**config.mk**
```make
export PLATFORM = sky130hd
export DESIGN_NAME = img_frame_packer
export DESIGN_NICKNAME = d
export VERILOG_FILES = /design/src/rtl/img_frame_packer.sv
export SDC_FILE = /design/constraint.sdc
export NUM_CORES = 1
export LEC_CHECK = 0
export ABC_AREA = 1
export BUFFER_PORTS_ARGS = -buffer_cell sky130_fd_sc_hd__buf_2
export CAP_MARGIN = 20
export CORE_MARGIN = 3
export CORE_UTILIZATION = 55
export DETAILED_ROUTE_END_ITERATION = 8
export PLACE_DENSITY = 0.74
export SLEW_MARGIN = 5
export SYNTH_ARGS = -nofsm -noshare
export SYNTH_HDL_FRONTEND = slang
export SYNTH_SLANG_ARGS = --single-unit
```
**constraint.sdc**
```tcl
create_clock -name clk -period 2.4 [get_ports clk]
set_input_delay 0.24 -clock clk [delete_from_list [all_inputs] [get_ports clk]]
set_output_delay 0.24 -clock clk [all_outputs]
set_load 0.01 [all_outputs]
```
**src/rtl/img_frame_packer.sv**
```systemverilog
// Packs a fixed-size image frame plus a one-line trailer (parity, channel info, padding) into the DDR write FIFO.
// Optional feature: define IMG_FRAME_PACKER_PARITY_EN to accumulate the beat XOR into trailer word 0.
module img_frame_packer #(
  parameter int  DATA_W     = 32,
  parameter int  PIX_SIZE   = 8,
  parameter int  LINE_SIZE  = 1024,
  parameter int  IMAGE_SIZE = 1048576,
  parameter int  NUM_CH     = 4,
  localparam int CH_W       = (NUM_CH > 1) ? $clog2(NUM_CH) : 1
) (
  input  logic              clk,
  input  logic              rst_n,
  input  logic [DATA_W-1:0] s_data,
  input  logic              s_valid,
  output logic              s_ready,
  input  logic              frame_start,
  input  logic [CH_W-1:0]   frame_ch,
  input  logic [NUM_CH-1:0] ch_en,
  output logic [DATA_W-1:0] fifo_wrdata,
  output logic              fifo_wren,
  input  logic              fifo_full,
  output logic              frame_done,
  output logic              frame_stored,
  output logic [CH_W-1:0]   frame_ch_o,
  output logic              sof_err
);

  localparam int LINE_NUM = LINE_SIZE * PIX_SIZE / DATA_W;
  localparam int WR_NUM   = IMAGE_SIZE * PIX_SIZE / DATA_W;
  localparam int BEAT_W   = $clog2(WR_NUM + 1);
  localparam int TW_W     = $clog2(LINE_NUM);

  typedef enum logic [2:0] {S_IDLE, S_DATA, S_PARITY, S_INFO, S_PAD, S_DONE} state_e;

  state_e                       state_q, state_d;
  logic [BEAT_W-1:0]            beat_cnt_q, beat_cnt_d;
  logic [TW_W-1:0]              tw_cnt_q, tw_cnt_d;
  logic                         store_q, store_d;
  logic [CH_W-1:0]              frame_ch_q, frame_ch_d;
  logic [NUM_CH-1:0][31:0]      frame_cnt_q, frame_cnt_d;
  logic [DATA_W-1:0]            wrdata_q, wrdata_d;
  logic                         wren_q, wren_d;
  logic                         done_q, done_d;
  logic                         stored_q, stored_d;
  logic                         sof_err_q, sof_err_d;
  logic [DATA_W-1:0]            parity_word;
  logic [DATA_W-1:0]            trailer_word;
  logic                         accept;

`ifdef IMG_FRAME_PACKER_PARITY_EN
  logic [DATA_W-1:0] parity_q, parity_d;
  assign parity_word = parity_q;
`else
  assign parity_word = '0;
`endif

  assign s_ready = (state_q == S_DATA) && !fifo_full;
  assign accept  = s_valid && s_ready;

  // Trailer word selected by the word index; unlisted words are zero padding.
  always_comb begin
    trailer_word = '0;
    if (tw_cnt_q == TW_W'(0))      trailer_word = parity_word;
    else if (tw_cnt_q == TW_W'(4)) trailer_word = DATA_W'({16'd0, 8'(frame_ch_q), 8'd0});
    else if (tw_cnt_q == TW_W'(7)) trailer_word = DATA_W'(frame_cnt_q[frame_ch_q]);
  end

  // NOTE: every variable gets a default at the top of the block so no path leaves it unassigned (no latches).
  always_comb begin
    state_d     = state_q;
    beat_cnt_d  = beat_cnt_q;
    tw_cnt_d    = tw_cnt_q;
    store_d     = store_q;
    frame_ch_d  = frame_ch_q;
    frame_cnt_d = frame_cnt_q;
    wrdata_d    = wrdata_q;
    wren_d      = 1'b0;
    done_d      = 1'b0;
    stored_d    = 1'b0;
    sof_err_d   = sof_err_q | (frame_start && (state_q != S_IDLE));
`ifdef IMG_FRAME_PACKER_PARITY_EN
    parity_d    = parity_q;
`endif

    unique case (state_q)
      S_IDLE: begin
        if (frame_start) begin
          frame_ch_d = frame_ch;
          store_d    = ch_en[frame_ch];
          beat_cnt_d = '0;
          tw_cnt_d   = '0;
`ifdef IMG_FRAME_PACKER_PARITY_EN
          parity_d   = '0;
`endif
          state_d    = S_DATA;
        end
      end
      S_DATA: begin
        if (accept) begin
          wren_d   = store_q;
          wrdata_d = s_data;
`ifdef IMG_FRAME_PACKER_PARITY_EN
          parity_d = parity_q ^ s_data;
`endif
          if (beat_cnt_q == BEAT_W'(WR_NUM - 1)) begin
            beat_cnt_d = '0;
            state_d    = S_PARITY;
          end else begin
            beat_cnt_d = beat_cnt_q + 1'b1;
          end
        end
      end
      S_PARITY, S_INFO, S_PAD: begin
        // A trailer word is only issued when the FIFO has room; otherwise the index holds.
        if (!fifo_full) begin
          wren_d   = store_q;
          wrdata_d = trailer_word;
          if (tw_cnt_q == TW_W'(LINE_NUM - 1)) begin
            tw_cnt_d = '0;
            state_d  = S_DONE;
          end else begin
            tw_cnt_d = tw_cnt_q + 1'b1;
            state_d  = (tw_cnt_q < TW_W'(7)) ? S_INFO : S_PAD;
          end
        end
      end
      S_DONE: begin
        done_d   = 1'b1;
        stored_d = store_q;
        if (store_q) frame_cnt_d[frame_ch_q] = frame_cnt_q[frame_ch_q] + 32'd1;
        state_d  = S_IDLE;
      end
      default: state_d = S_IDLE;
    endcase
  end

  // NOTE: sequential state uses non-blocking assignments so every flop samples pre-edge values.
  always_ff @(posedge clk) begin
    if (!rst_n) begin
      state_q     <= S_IDLE;
      beat_cnt_q  <= '0;
      tw_cnt_q    <= '0;
      store_q     <= 1'b0;
      frame_ch_q  <= '0;
      // NOTE: the per-channel counters are architectural state, so the whole array is reset, not left undefined.
      frame_cnt_q <= '0;
      wrdata_q    <= '0;
      wren_q      <= 1'b0;
      done_q      <= 1'b0;
      stored_q    <= 1'b0;
      sof_err_q   <= 1'b0;
`ifdef IMG_FRAME_PACKER_PARITY_EN
      parity_q    <= '0;
`endif
    end else begin
      state_q     <= state_d;
      beat_cnt_q  <= beat_cnt_d;
      tw_cnt_q    <= tw_cnt_d;
      store_q     <= store_d;
      frame_ch_q  <= frame_ch_d;
      frame_cnt_q <= frame_cnt_d;
      wrdata_q    <= wrdata_d;
      wren_q      <= wren_d;
      done_q      <= done_d;
      stored_q    <= stored_d;
      sof_err_q   <= sof_err_d;
`ifdef IMG_FRAME_PACKER_PARITY_EN
      parity_q    <= parity_d;
`endif
    end
  end

  assign fifo_wrdata  = wrdata_q;
  assign fifo_wren    = wren_q;
  assign frame_done   = done_q;
  assign frame_stored = stored_q;
  assign frame_ch_o   = frame_ch_q;
  assign sof_err      = sof_err_q;

endmodule
```
Word level (Yosys, flattened, before mapping)
Cells that the tools add are included.
- add/subtract/negate cells: 3
- order comparisons: 4
- equal/unequal tests: 13
- mux-type cells: 32
- bitwise logic cells: 1
- reductions and logical operators: 19
- operators with widths (kind ; count):
    2-to-1 mux 32 bit ; 7
    bitwise mux 128 bit ; 1
    binary-select mux 32 bit (select 2 bit) ; 1
    demux 32 bit (select 2 bit) ; 1
    one-hot mux 32 bit (2 select lines) ; 1
    2-to-1 mux 19 bit ; 3
    one-hot mux 19 bit (2 select lines) ; 1
    adder 32 x 1 -> 32 bit (second input constant) ; 1
    2-to-1 mux 8 bit ; 3
    adder 19 x 1 -> 19 bit (second input constant) ; 1
    equality test 19 x 18 -> 1 bit (second input constant) ; 1
    2-to-1 mux 3 bit ; 6
    equality test 8 x 3 -> 1 bit (second input constant) ; 2
    one-hot mux 8 bit (2 select lines) ; 1
    one-hot mux 3 bit (3 select lines) ; 1
    AND reduction 3 bit ; 3
    adder 8 x 1 -> 8 bit (second input constant) ; 1
    equality test 8 bit (second input constant) ; 1
    logical NOT 8 bit ; 1
    < comparator 8 x 3 -> 1 bit (second input constant) ; 1
    equality test 3 x 2 -> 1 bit (second input constant) ; 2
    equality test 3 bit (second input constant) ; 2
    < comparator 2 x 3 -> 1 bit (second input constant) ; 2
    inequality test 2 bit (second input constant) ; 3
    other kinds (15) ; 25
- register bits after elaboration: 197
- bits of input ports: 43
- output and inout port bits: 39
- logic and storage cells: 86

Longest topological paths before layout
Gate-level depths: netlist of run 1.
- word-level depth: 7
- gate-level depth with buffers: 18
- depth with buffers taken out: 17

Worst setup path before layout of run 1
OpenSTA, ideal clock, no wires.
- path kind: register -> register
- start point: register frame_ch_q[1], in the netlist frame_ch_o[1]
- end point: register frame_cnt_q[126] in the netlist's numbering
- setup time: 0.109 ns
- data arrival time: 2.097 ns
- data required time: 2.291 ns
- path slack: 0.194 ns
- cell stages (with the launch flop): 17
- path buffers: 2
- period minus slack after synthesis: 2.206 ns
- path through: dfxtp_1 -> buf_2 -> inv_2 -> buf_4 -> a21oi_1 -> nor2_1 -> inv_1 -> ha_1 -> nand2_1 -> nor2_2 -> nand2_1 -> nor2_4 -> nand2_1 -> nand2_2 -> nand3_1 -> nand2_1 -> inv_1
- word-level cells in the longest chain between the ends: 5
- elaborated cells on any way between the ends: 9
- classes of those cells: 1 x add/sub; 2 x order compare; 5 x mux; 1 x reduce/logical
- RTL lines (what ; line ; source):
    start: declaration ; 39 ; logic [CH_W-1:0] frame_ch_q, frame_ch_d;
    start signal: assignment ; 160 ; frame_ch_q <= frame_ch_d;
    branches (longest 4 deep; another with adder 32 x 1 -> 32 bit) ; -- ;
    bitwise mux 128 bit (*) ; 130 ; if (store_q) frame_cnt_d[frame_ch_q] = frame_cnt_q[frame_ch_q] + 32'd1;
    end signal: assignment ; 161 ; frame_cnt_q <= frame_cnt_d;
    end: declaration ; 40 ; logic [NUM_CH-1:0][31:0] frame_cnt_q, frame_cnt_d;
Every way passes the cells marked *. The select of a mux whose other input is x is not followed.
A chain may end at the register's enable or synchronous reset.

Worst setup path in the final report of run 1
- start point: register frame_ch_q[0], in the netlist frame_ch_o[0]
- end point: register frame_cnt_q[15] in the netlist's numbering
Same word-level chain as after synthesis.

==> flow_metrics.env, run 1 <==
export IMPL_antenna_cells=0
export IMPL_finalCritPeriodShare=0.940
export IMPL_drt_iter0_drc=932
export IMPL_synthesis_area_mm2=0.0103
export IMPL_syn_inst=1655
export IMPL_yosys_most_used_dff="dfxtp_1"
export IMPL_crit_arrival_ns=2.59
export IMPL_power_internal_mw=6.05
export IMPL_tns_ns=0
export IMPL_worst_slack_ns=0.145
export IMPL_core_area_mm2=0.0182
export IMPL_r2r_start="frame_ch_o[0]"
export IMPL_final_hold_violation_count=0
export IMPL_wl_met1_um=13100
export IMPL_final_area_mm2=0.0119
export IMPL_dieArea_mm2=0.0204
export IMPL_hold_path_class="in -> reg"
export IMPL_clkPwrFrac=0.313
export IMPL_drt_wirelength_per_cell_um=14.5
export IMPL_power_density_mw_per_mm2=794
export IMPL_synth_area_leader_cell="dfxtp_1"
export IMPL_critPathLaunchType="flop"
export IMPL_cp_slowest_cell="dfxtp_4"
export IMPL_path_max_fanout=30
export IMPL_grt_pass1_vias=9480
export IMPL_ctsHoldBuffers=0
export IMPL_r2r_end="frame_cnt_q[15]"
export IMPL_io_pins=82
export IMPL_path_class="reg -> reg"
export IMPL_grt_max_degree=70
export IMPL_num_vias=10616
export IMPL_critPathBufInv=2
export IMPL_area_growth_syn_to_layout_pct=15.0
export IMPL_rsz0062_at_grt="true"
export IMPL_ir_drop_uv=488
export IMPL_cts_tree="done"
export IMPL_rows=49
export IMPL_regToRegSetupSlack_ns=0.15
export IMPL_first_pass_iters=5
export IMPL_worstHoldEndpoint="fifo_wrdata[6]"
export IMPL_drtAntennaViolNets=0
export IMPL_power_leakage_nw=5.66
export IMPL_maxSlewHeadroom=0.475
export IMPL_switching_share=0.358
export IMPL_path_cells="buf_12 -> nand2_1 -> nand2_1 -> nand2_1 -> nand2_1 -> nand2_1 -> nor2_1 -> nand2_1 -> o21ai_0 -> nand2_1 -> o21ai_0 -> inv_1"
export IMPL_nets=1782
export IMPL_grt_pass1_wl_um=46700
export IMPL_end_kind="flop"
export IMPL_synth_edff_count=0
export IMPL_path_common_cell="nand2_1"
export IMPL_die_w_um=143
export IMPL_setup_violations=0
export IMPL_drt_wl_total_um=28700
export IMPL_drive_gt1_frac=0.143
export IMPL_clock_latency_ns=0.44
export IMPL_cts_sinks=197
export IMPL_htree_levels=4
export IMPL_highest_layer="met4"
export IMPL_numCtsBuffers=17
export IMPL_outcome="finished clean"
export IMPL_synth_avg_cell_area_um2=6.23
export IMPL_drcViolationCount=0
export IMPL_routed_wl_met2_um=12600
export IMPL_place_congestion=0.935
export IMPL_clock_skew_ns=0.00980
export IMPL_cts_root_buf="clkbuf_16"
export IMPL_crit_family="simple AND/OR/NAND/NOR gates"
export IMPL_period_minus_slack_ns=2.25
export IMPL_synth_top_area_share=0.382
export IMPL_place_detailed_hpwl_um=19400
export IMPL_placed_area_mm2=0.0112
export IMPL_synth_most_common_cell="nand2_1"
export IMPL_grt_ovfl_total=0
export IMPL_fp_dieH_um=143
export IMPL_routed_wl_met3_um=2370
export IMPL_port_buffers=81
export IMPL_ys_ff_latch=197
export IMPL_reg2regPathDepth=12
export IMPL_fmax_mhz=443
export IMPL_min_from="s_data[6]"
export IMPL_grt_use_total=0.282
export IMPL_synthTopCellsByCount="503 x nand2_1, 282 x nor2_1, 197 x dfxtp_1, 182 x inv_1, 136 x o21ai_0"
export IMPL_pwr_share_comb=0.290
export IMPL_async_flop_share=0
export IMPL_whs_path_depth=3
export IMPL_synthDistinctLibCells=39
export IMPL_yosysSeqAreaShare=0.382
export IMPL_clockBufferDepth=2
export IMPL_drv_cap=0
export IMPL_power_switching_mw=3.38
export IMPL_slowest_delay_ns=0.44
export IMPL_start_util=0.567
export IMPL_worstPathRequired_ns=2.73
export IMPL_slew_violations=0
export IMPL_p_total_mw=9.43
export IMPL_avgViaCountPerCell=5.37
export IMPL_cts_clk_slew_worst_paths_ns=0.08
export IMPL_syn_num_nets=1702
export IMPL_seq_power_share=0.397
export IMPL_tightest_slew_ns=0.787
export IMPL_yosysWarnings=0
export IMPL_antenna_found_initial=0
export IMPL_synthTopCellsByArea="dfxtp_1 38%, nand2_1 18%, nor2_1 10%"
export IMPL_dp_worst_setup_slack_ns=0.0643
-- worst min-delay path: stages --
cell     delay, ns
buf_2         0.09
nand2_1       0.05
a31oi_1       0.07
-- cell usage in the layout, fill, tap and decap left out, types with 2 or more instances in the layout --
| cell type | n |
|---|---|
| o211ai_1 | 2 |
| xnor2_1 | 5 |
| and3_1 | 2 |
| o21ai_1 | 5 |
| nand2_1 | 491 |
| buf_12 | 8 |
| xor2_1 | 7 |
| clkbuf_16 | 17 |
| nand3_2 | 5 |
| clkinv_4 | 3 |
| nor2_4 | 12 |
| nand4_1 | 4 |
| a21oi_1 | 54 |
| buf_4 | 51 |
| clkinvlp_4 | 5 |
| a211oi_1 | 5 |
| inv_1 | 179 |
| nand3_1 | 80 |
| dfxtp_1 | 196 |
| a31oi_1 | 34 |
| inv_6 | 2 |
| inv_2 | 5 |
| nand2_2 | 31 |
| nor2_2 | 17 |
| nor3_1 | 19 |
| ha_1 | 4 |
| buf_2 | 81 |
| bufinv_16 | 2 |
| inv_8 | 4 |
| nor2_1 | 270 |
| o21ai_0 | 133 |
-- metrics by stage --
| step | util | hold WS [ns] | cells |
|---|---|---|---|
| 2_1_floorplan | - | 0.385 | 1655 |
| 3_3_place_gp | 0.612 | 0.447 | 1943 |
| 3_5_place_dp | 0.612 | 0.466 | 1943 |
| 4_1_cts | 0.646 | 0.0455 | 1975 |
| 5_1_grt | 0.652 | 0.0571 | 1977 |
| 6_report | 0.652 | 0.0613 | 1977 |
-- power groups by stage --
stage / clock, mW / combinational, mW / sequential (mW)
after CTS: 2.98 / 2.69 / 3.74
after floorplan: 0 / 1.71 / 3.88
after global placement: 0 / 2.66 / 3.80
final: 2.95 / 2.74 / 3.74
after detailed placement: 0 / 2.68 / 3.81
after global routing: 3.12 / 3.01 / 3.77
-- state kept, by name (all words and copies together), names as in the netlist --
signal,count
state_q,3
fifo_wrdata,32
tw_cnt_q,8
frame_ch_o,2
frame_done,1
beat_cnt_q,19
frame_stored,1
sof_err,1
frame_cnt_q,128
fifo_wren,1
store_q,1
-- kinds of logic (layout without fill, tap and decap cells) --
| logic type | after synthesis | count (layout) | synth area share |
|---|---|---|---|
| adder cells (fa/ha/maj) | 4 | 4 | 0.00485 |
| AND/OR/NAND/NOR | 935 | 935 | 0.369 |
| flip-flops | 197 | 197 | 0.382 |
| buffers and inverters | 267 | 360 | 0.109 |
| AO/OA/AOI/OAI | 240 | 240 | 0.125 |
| XOR/XNOR | 12 | 12 | 0.0102 |
-- layout make-up --
type                            instances  area, um2
Fill cell                            1706       6340
Timing Repair Buffer                  141        963
Inverter                              187        717
Sequential cell                       197       3950
Multi-Input combinational cell       1191       5350
Tap cell                              229        287
Clock buffer                           18        439
Clock inverter                         14        165
-- layer usage --
layer,vias to the layer above,track usage
li1,5322,-
met1,4839,0.402
met2,410,0.439
met3,45,0.0455
met4,0,0.0890
met5,-,0
-- how the worst max path moves through the flow --
stage | start | end | slack (ns) | cells past startpoint
after global placement | frame_ch_o[0] | frame_cnt_q[27] | 0.09 | 15
after detailed placement | frame_ch_o[0] | frame_cnt_q[27] | 0.06 | 15
final | frame_ch_o[0] | frame_cnt_q[15] | 0.15 | 12
after CTS | frame_ch_o[0] | frame_cnt_q[27] | 0.05 | 15
after global routing | frame_ch_o[0] | frame_cnt_q[122] | -0.01 | 14
after floorplan | frame_ch_o[1] | frame_cnt_q[126] | 0.19 | 16
-- repair_timing --
| action | 4_1_cts | 5_1_grt |
|---|---|---|
| resized for setup | 0 | 31 |
| endpoints found under the setup margin | 0 | 99 |
| hold endpoints to repair | 0 | 0 |
| setup buffers | 0 | 2 |
Power figures use the tool's default switching activity.
==> run 2: changes to the inputs <==
--- a/config.mk
+++ b/config.mk
@@ -8,10 +8,12 @@
 export ABC_AREA = 1
 export BUFFER_PORTS_ARGS = -buffer_cell sky130_fd_sc_hd__buf_2
 export CAP_MARGIN = 20
+export CELL_PAD_IN_SITES_DETAIL_PLACEMENT = 0
+export CELL_PAD_IN_SITES_GLOBAL_PLACEMENT = 1
 export CORE_MARGIN = 3
-export CORE_UTILIZATION = 55
+export CORE_UTILIZATION = 42
 export DETAILED_ROUTE_END_ITERATION = 8
-export PLACE_DENSITY = 0.74
+export PLACE_DENSITY_LB_ADDON = 0.1
 export SLEW_MARGIN = 5
 export SYNTH_ARGS = -nofsm -noshare
 export SYNTH_HDL_FRONTEND = slang
==> flow_metrics.env, run 2 (same netlist as run 1, synthesis figures left out) <==
export IMPL_clock_latency_ns=0.44
export IMPL_wl_met1_um=15400
export IMPL_port_buffers=81
export IMPL_final_hold_violation_count=0
export IMPL_grt_max_degree=69
export IMPL_power_leakage_nw=5.73
export IMPL_seq_power_share=0.392
export IMPL_die_w_um=163
export IMPL_cts_sinks=197
export IMPL_num_vias=10227
export IMPL_io_pins=82
export IMPL_grt_use_total=0.233
export IMPL_dieArea_mm2=0.0265
export IMPL_antenna_found_initial=0
export IMPL_largest_reg_flops=128
export IMPL_switching_share=0.368
export IMPL_regToRegSetupSlack_ns=0.13
export IMPL_grt_pass1_wl_um=49700
export IMPL_drtAntennaViolNets=0
export IMPL_post_cts_buffers=0
export IMPL_critPathLaunchType="flop"
export IMPL_end_kind="flop"
export IMPL_setup_violations=0
export IMPL_rows=56
export IMPL_slew_violations=0
export IMPL_highest_layer="met4"
export IMPL_worstPathRequired_ns=2.74
export IMPL_power_density_mw_per_mm2=794
export IMPL_tightest_slew_ns=0.769
export IMPL_place_detailed_hpwl_um=21600
export IMPL_rsz0062_at_grt="true"
export IMPL_power_switching_mw=3.52
export IMPL_tns_ns=0
export IMPL_htree_levels=4
export IMPL_maxSlewHeadroom=0.487
export IMPL_hold_slack_ns=0.0595
export IMPL_dp_worst_setup_slack_ns=0.000397
export IMPL_finalCritPeriodShare=0.948
export IMPL_drt_wl_total_um=30800
export IMPL_routed_wl_met2_um=13300
export IMPL_nets=1789
export IMPL_drt_iter0_drc=702
export IMPL_layout_commonest_cell="nand2_1"
export IMPL_drv_cap=0
export IMPL_hold_path_class="in -> reg"
export IMPL_pwr_share_comb=0.293
export IMPL_drt_wirelength_per_cell_um=14.9
export IMPL_grt_pass1_vias=9262
export IMPL_fp_dieH_um=163
export IMPL_cts_clk_slew_worst_paths_ns=0.08
export IMPL_core_area_mm2=0.0238
export IMPL_grt_ovfl_total=0
export IMPL_drive_gt1_frac=0.144
export IMPL_outcome="finished clean"
export IMPL_numCtsBuffers=17
export IMPL_start_util=0.433
export IMPL_dp_cells=2042
export IMPL_path_class="reg -> reg"
export IMPL_crit_arrival_ns=2.61
export IMPL_clockBufferDepth=2
export IMPL_power_internal_mw=6.03
export IMPL_drcViolationCount=0
export IMPL_avgViaCountPerCell=4.93
export IMPL_period_minus_slack_ns=2.27
export IMPL_area_growth_syn_to_layout_pct=16.6
export IMPL_cts_root_buf="clkbuf_16"
export IMPL_ctsHoldBuffers=0
export IMPL_worst_slack_ns=0.125
export IMPL_place_congestion=0.903
export IMPL_largest_register="frame_cnt_q"
export IMPL_clkPwrFrac=0.315
export IMPL_clock_skew_ns=0.0192
export IMPL_routed_wl_met3_um=1830
export IMPL_mostFrequentLayoutCells="497 x nand2_1, 270 x nor2_1, 196 x dfxtp_1, 181 x inv_1, 130 x o21ai_0"
export IMPL_stdcell_count=2074
export IMPL_ir_drop_uv=517
export IMPL_fmax_mhz=440
export IMPL_path_max_fanout=33
export IMPL_cts_tree="done"
export IMPL_antenna_cells=0
export IMPL_first_pass_iters=7
run 2: cell count changes in the layout (fill, tap and decap cells not counted), moves of 3 or more:
cell	previous run	this run
inv_6	2	6
buf_4	51	58
nand2_2	31	25
nand2_1	491	497
clkinv_8	0	4
clkinvlp_4	5	1
o21ai_0	133	130
run 2: final cells by class:
| cell class | count | area, um2 |
|---|---|---|
| flip-flops and latches | 197 | 3950 |
| fillers | 2485 | 11800 |
| clock buffers | 18 | 439 |
| well taps | 319 | 399 |
| multi-input cells | 1191 | 5340 |
| clock inverters | 14 | 178 |
| repair buffers | 148 | 1020 |
| inverters | 187 | 708 |
run 2: repair_timing:
item	4_1_cts	5_1_grt
pin swaps	0	3
gates resized for setup	1	26
setup endpoints to repair	4	89
run 2: per-layer routing:
metal	vias to the layer above	GRT usage
met5	-	0
met4	0	0.0381
met3	19	0.0338
met2	249	0.367
met1	4624	0.345
li1	5335	-
run 2: critical path: stages (launching register included):
cell     delay [ns]
dfxtp_4        0.45
buf_12         0.22
nand2_1        0.07
nand2_1        0.07
nand2_1        0.04
nand2_1        0.15
nand2_1        0.10
nor2_1         0.27
nand2_1        0.16
nor2_1         0.11
buf_4          0.14
nand2_1        0.05
nand2_1        0.13
nand3_1        0.09
nand2_1        0.07
inv_1          0.03
run 2: path summary, 6_finish.rpt:
kind,startpoint,endpoint,cells after the start
worst max-delay path,frame_ch_o[0],frame_cnt_q[57],15
worst min-delay path,s_data[28],fifo_wrdata[28],3
worst max register to register,frame_ch_o[0],frame_cnt_q[57],15
worst min register to register,beat_cnt_q[4],beat_cnt_q[4],2
run 2: stage by stage:
| stage | power, mW | area (um2) | util |
|---|---|---|---|
| after floorplan | 5.59 | 10300 | - |
| after global placement | 6.60 | 11300 | 0.476 |
| final | 9.55 | 12000 | 0.505 |
| after global routing | 10.1 | 12000 | 0.505 |
| after detailed placement | 6.60 | 11300 | 0.476 |
| after CTS | 9.62 | 12000 | 0.502 |
run 2: power by group through the flow:
stage / Clock (mW) / Combinational, mW / Sequential, mW
after floorplan: 0 / 1.71 / 3.88
after global placement: 0 / 2.79 / 3.81
after detailed placement: 0 / 2.78 / 3.81
after CTS: 3.08 / 2.80 / 3.74
after global routing: 3.20 / 3.13 / 3.78
final: 3.01 / 2.80 / 3.75
